--- src/rtl/decoder_rr_arbiter.sv ---
// -----------------------------------------------------------------------------
// decoder_rr_arbiter
//
// Round-robin arbiter that shares one 3-to-8 select decoder between eight
// requesters. The winner's index is registered onto sel_lines (the decoder
// inputs). grant_lines is the one-hot decode of that index while a grant is
// held. Each grant is followed by exactly one dead cycle (RELEASE) so the
// decoder outputs settle before the next holder takes over.
//
// Optional feature macro: ARB_TIMEOUT_EN
//   When defined, a holder is forcibly released after MAX_HOLD consecutive
//   GRANT cycles, and timeout_pulse marks the RELEASE cycle that follows.
//   When undefined, a grant lasts until the holder drops its request, and
//   timeout_pulse is tied to 0.
//
// Ports:
//   clk           in   rising-edge clock
//   rst_n         in   synchronous active-low reset
//   req_lines     in   [7:0] per-requester request, held high while owning
//   sel_lines     out  [2:0] registered index of the current/last grant
//   grant_lines   out  [7:0] one-hot decode of sel_lines while grant_valid
//   grant_valid   out  high while in GRANT
//   timeout_pulse out  one-cycle pulse on a forced revoke
// -----------------------------------------------------------------------------
module decoder_rr_arbiter #(
   parameter int SEL_W    = 3,
   parameter int MAX_HOLD = 16
) (
   input  logic       clk,
   input  logic       rst_n,
   input  logic [7:0] req_lines,
   output logic [2:0] sel_lines,
   output logic [7:0] grant_lines,
   output logic       grant_valid,
   output logic       timeout_pulse
);

   localparam int N_REQ = 1 << SEL_W;

   // Elaboration-time guard on the configuration this block supports.
   generate
      if (SEL_W != 3) begin : g_bad_sel_w
         $error("decoder_rr_arbiter: SEL_W must be 3");
      end
      if (MAX_HOLD < 1 || MAX_HOLD > 255) begin : g_bad_max_hold
         $error("decoder_rr_arbiter: MAX_HOLD must be in 1..255");
      end
   endgenerate

   typedef enum logic [1:0] {
      ST_IDLE    = 2'd0,
      ST_GRANT   = 2'd1,
      ST_RELEASE = 2'd2
   } state_t;

   state_t             state_q, state_d;
   logic [SEL_W-1:0]   ptr_q,   ptr_d;
   logic [SEL_W-1:0]   sel_q,   sel_d;
   logic               gv_q,    gv_d;
   logic               tp_q,    tp_d;

`ifdef ARB_TIMEOUT_EN
   logic [7:0]         hold_cnt_q, hold_cnt_d;
`endif

   logic [SEL_W:0]     pick;      // {found, index}
   logic               hold_req;  // holder's request bit

   // Rotating-priority search starting at ptr. The scan runs from the
   // farthest offset down to offset 0 so the nearest set bit is the last
   // (and therefore surviving) assignment.
   function automatic logic [SEL_W:0] rr_pick(
      input logic [N_REQ-1:0] req,
      input logic [SEL_W-1:0] ptr
   );
      logic [SEL_W:0]   res;
      logic [SEL_W-1:0] idx;
      res = '0;
      for (int i = N_REQ - 1; i >= 0; i--) begin
         idx = ptr + SEL_W'(i);
         if (req[idx]) begin
            res = {1'b1, idx};
         end
      end
      return res;
   endfunction

   assign pick     = rr_pick(req_lines, ptr_q);
   assign hold_req = req_lines[sel_q];

   // State register
   always_ff @(posedge clk) begin
      if (!rst_n) begin
         state_q <= ST_IDLE;
         ptr_q   <= '0;
         sel_q   <= '0;
         gv_q    <= 1'b0;
         tp_q    <= 1'b0;
`ifdef ARB_TIMEOUT_EN
         hold_cnt_q <= '0;
`endif
      end else begin
         state_q <= state_d;
         ptr_q   <= ptr_d;
         sel_q   <= sel_d;
         gv_q    <= gv_d;
         tp_q    <= tp_d;
`ifdef ARB_TIMEOUT_EN
         hold_cnt_q <= hold_cnt_d;
`endif
      end
   end

   // Next-state logic
   always_comb begin
      state_d = state_q;
      ptr_d   = ptr_q;
      sel_d   = sel_q;
      gv_d    = 1'b0;
      tp_d    = 1'b0;
`ifdef ARB_TIMEOUT_EN
      hold_cnt_d = hold_cnt_q;
`endif
      case (state_q)
         ST_IDLE, ST_RELEASE: begin
            if (pick[SEL_W]) begin
               state_d = ST_GRANT;
               sel_d   = pick[SEL_W-1:0];
               gv_d    = 1'b1;
`ifdef ARB_TIMEOUT_EN
               hold_cnt_d = '0;
`endif
            end else begin
               // Nothing pending: sel_lines keeps the last index.
               state_d = ST_IDLE;
            end
         end
         ST_GRANT: begin
            if (!hold_req) begin
               // Voluntary release takes precedence over a same-edge timeout.
               state_d = ST_RELEASE;
               ptr_d   = sel_q + 1'b1;
`ifdef ARB_TIMEOUT_EN
            end else if (hold_cnt_q == 8'(MAX_HOLD - 1)) begin
               state_d = ST_RELEASE;
               ptr_d   = sel_q + 1'b1;
               tp_d    = 1'b1;
`endif
            end else begin
               gv_d = 1'b1;
`ifdef ARB_TIMEOUT_EN
               hold_cnt_d = hold_cnt_q + 8'd1;
`endif
            end
         end
         default: begin
            state_d = ST_IDLE;
         end
      endcase
   end

   // Output logic: grant_lines decodes the registered index, so it can
   // never be multi-hot and is zero whenever the grant is not held.
   always_comb begin
      grant_lines = '0;
      if (gv_q) begin
         grant_lines[sel_q] = 1'b1;
      end
   end

   assign sel_lines   = sel_q;
   assign grant_valid = gv_q;

`ifdef ARB_TIMEOUT_EN
   assign timeout_pulse = tp_q;
`else
   assign timeout_pulse = 1'b0;

   // tp_q is never set without the timeout feature; keep it referenced.
   logic tp_unused;
   assign tp_unused = tp_q;
`endif

endmodule

--- config.mk ---
export PLATFORM = sky130hd
export DESIGN_NAME = decoder_rr_arbiter
export DESIGN_NICKNAME = d
export VERILOG_FILES = /design/src/rtl/decoder_rr_arbiter.sv
export SDC_FILE = /design/constraint.sdc
export NUM_CORES = 1
export LEC_CHECK = 0
export CELL_PAD_IN_SITES_DETAIL_PLACEMENT = 2
export CELL_PAD_IN_SITES_GLOBAL_PLACEMENT = 2
export CORE_MARGIN = 4
export CORE_UTILIZATION = 30
export CTS_CLUSTER_DIAMETER = 200
export DETAILED_ROUTE_END_ITERATION = 8
export PLACE_DENSITY = 0.73
export SYNTH_ARGS = -nofsm -noshare
export SYNTH_HDL_FRONTEND = slang
export SYNTH_SLANG_ARGS = --single-unit
--- constraint.sdc ---
create_clock -name clk -period 2.5 [get_ports clk]
set_input_delay 0.5 -clock clk [delete_from_list [all_inputs] [get_ports clk]]
set_output_delay 0.5 -clock clk [all_outputs]
set_load 0.05 [all_outputs]
==> metrics.txt <==
Tightest Pin Transition roughly 520 ps; mapped cell area about 1500 um^2; post-synth top area share 18.5%; clock latency on the worst-skew pair 240 ps; Final Hold Viols 0; TritonCTS clock tree yes; crit path DAT between 2000 and 3000 ps; Synth area leaders mux4_2 18%, dfxtp_1 12%, mux2i_1 6.8%; Max Cap Violations 0; area grow syn2layout 39.0%; Tightest Hold Check Type reg -> reg; hold path depth 3; Crit Path Class in -> reg; routability cong. roughly 0.94; HP Start state_q[1]; Worst path slowest cell mux4_2; post-CTS setup buffer count 0; Crit Reg-Reg Endpoint sel_lines[0]; Initial Util between 30% and 40%; vias in the first global route around 1700; # port buffers 21; CTS Buffer Depth 2; Critical R2R Launch ptr_q[1]; GRT Total Usage 18.6%; Worst Skew ~7.4 ps; Vias around 1500; Post-Syn Instances around 160; Syn Area/Cell 9.20 um^2; DR iter-0 viols 76; hold path endpoint grant_valid; die width about 78 um; layout cell share with drive strength beyond 1 between 30% and 40%; count leader, synth nor2_1; clock buffer count from CTS 3; Crit Path Max Fanout 6; peak supply drop around 0.29 mV; Min Clock Period, post-route 2440 ps; Post-Route WL 5540 um; Clock Root Buffer clkbuf_8; Pwr Density 845 nW/um^2; critical-path cell list clkdlybuf4s50_1 > mux4_2 > mux2_4 > nand2_2 > a221oi_4 > or4_1 > a31oi_1; startpoint types input port; Async SR Flop Fraction 0%; post-synthesis cell type count 51; height of the chip 77.8 um; crit end category register; Clk pin slew, worst setup/hold paths about 50 ps; static leakage 0.879 nW; Reg area roughly 180 um^2; Fillers ~500; # diodes 0; status finished clean; Synthesis Warnings 0; DR WL/cell about 20 um; hold_buf cts 0; Final Cycle Share a little over nine tenths; CP max stage delay 570 ps; FF+latch count, synth 9; Tot Pwr about 1.7 mW; family with the most delay on the worst path multiplexers; CP Buf/Inv Count 1; First-pass DRT Iterations 4; first-pass GRT wire length approximately 9000 um; routed vias/inst about 5.6; Final ANT Viol Nets 0; Slew Limit Fails 0; Core ar. around 4700 um^2; largest net degree at the start of global routing 18; Hold Slack 633 ps; Top FF cell, synth dfxtp_1; Nets 218; die area about 6000 um^2; r2r worst-path depth 9; f_max 410 MHz; row cnt 25; H-tree depth 1; number of top-level pins 23; Synth top cells by count 17 x nor2_1, 12 x mux4_2, 10 x mux2i_1; gr ovfl total 0; # setup viols final 0; clock tree sinks 9; multi-input logic area about 1200 um^2; relative slew slack between 60% and 70%; Reg2Reg Setup Slack ~120 ps; antenna violations before repair 0; Yosys top cell by area mux4_2; Post-synth EDFFs 0; post-synthesis net count between 150 and 200; post-synthesis sequential area ratio 12.3%; detailed placement HPWL around 4400 um; CP Data Required Time ~2700 ps; residual DRC count 0
registers in the layout, summed over array words and instances (netlist names):
signal       cells
sel_lines        3
state_q          2
ptr_q            3
grant_valid      1
report_power, final:
part	switching, mW	total, mW	internal [mW]
clock	0.0598	0.169	0.109
sequential	0.0580	0.234	0.176
combinational	0.702	1.32	0.614
layout make-up:
| cell class | count | area share [%] |
|---|---|---|
| Sequential cell | 9 | 8.92 |
| Clock inverter | 1 | 0.246 |
| Timing Repair Buffer | 56 | 24.6 |
| Multi-Input combinational cell | 129 | 58.9 |
| Tap cell | 67 | 4.12 |
| Inverter | 6 | 1.17 |
| Clock buffer | 3 | 2.03 |
worst reg2reg max path, delay by kind of cell (launching register included):
family / cells / cell delay (ps)
flops: 1 / 350
mux: 2 / 610
fa+ha+maj: 1 / 330
compound gates: 2 / 250
buf+inv: 2 / 240
simple gates: 2 / 520
routing by layer:
metal | global-route usage [%] | share of wire [%]
met2 | 33.9 | 54
met1 | 23.4 | 44
met5 | 0 | 0
met4 | 4.27 | 0.69
met3 | 1.51 | 1.4
layout by cell type (no fill, tap or decap), types with 6 or more instances in the layout:
cell	synthesis	routed
a21o_1	6	6
clkdlybuf4s50_1	0	10
mux2i_1	10	10
nor2_1	17	17
nand2_1	8	7
a21oi_1	9	8
o21ai_0	6	6
dlymetal6s2s_1	0	10
buf_4	4	34
mux4_2	12	14
dfxtp_1	9	8
timing repair:
item	4_1_cts	5_1_grt
endpoints found under the setup margin	2	9
pin swaps	0	2
hold endpoints to repair	0	0
gates resized for setup	3	20
logic make-up after synthesis:
kind of cell	Yosys count	share of synthesized area [%]
AND/OR/NAND/NOR	49	16.8
AO/OA/AOI/OAI	43	21.7
multiplexers	28	33.5
buffers and inverters	21	9.84
flip-flops	9	12.3
XOR/XNOR	5	2.99
adder cells (fa/ha/maj)	3	2.57
other	1	0.256
how the worst max path moves through the flow:
stage	to	startpoint	cells past startpoint	slack (ps)
after detailed placement	sel_lines[0]	req_lines[2]	7	-290
after CTS	sel_lines[1]	req_lines[3]	8	3
after global routing	sel_lines[0]	req_lines[7]	7	-20
final	sel_lines[0]	req_lines[7]	7	60
after floorplan	sel_lines[0]	ptr_q[0]	12	3
after global placement	sel_lines[0]	req_lines[2]	7	-190
through the flow:
stage	area [um^2]	utilization (%)	worst slack (ps)	std cells	TNS, ps
2_1_floorplan	1470	-	2.92	159	0
3_3_place_gp	1890	40.1	-185	267	-480
3_5_place_dp	1890	40.1	-288	267	-1000
4_1_cts	1950	41.2	2.84	271	0
5_1_grt	2030	43.0	-19.1	271	-29.4
6_report	2030	43.0	58.4	271	0
No activity file was read; power rests on OpenSTA's default activity.
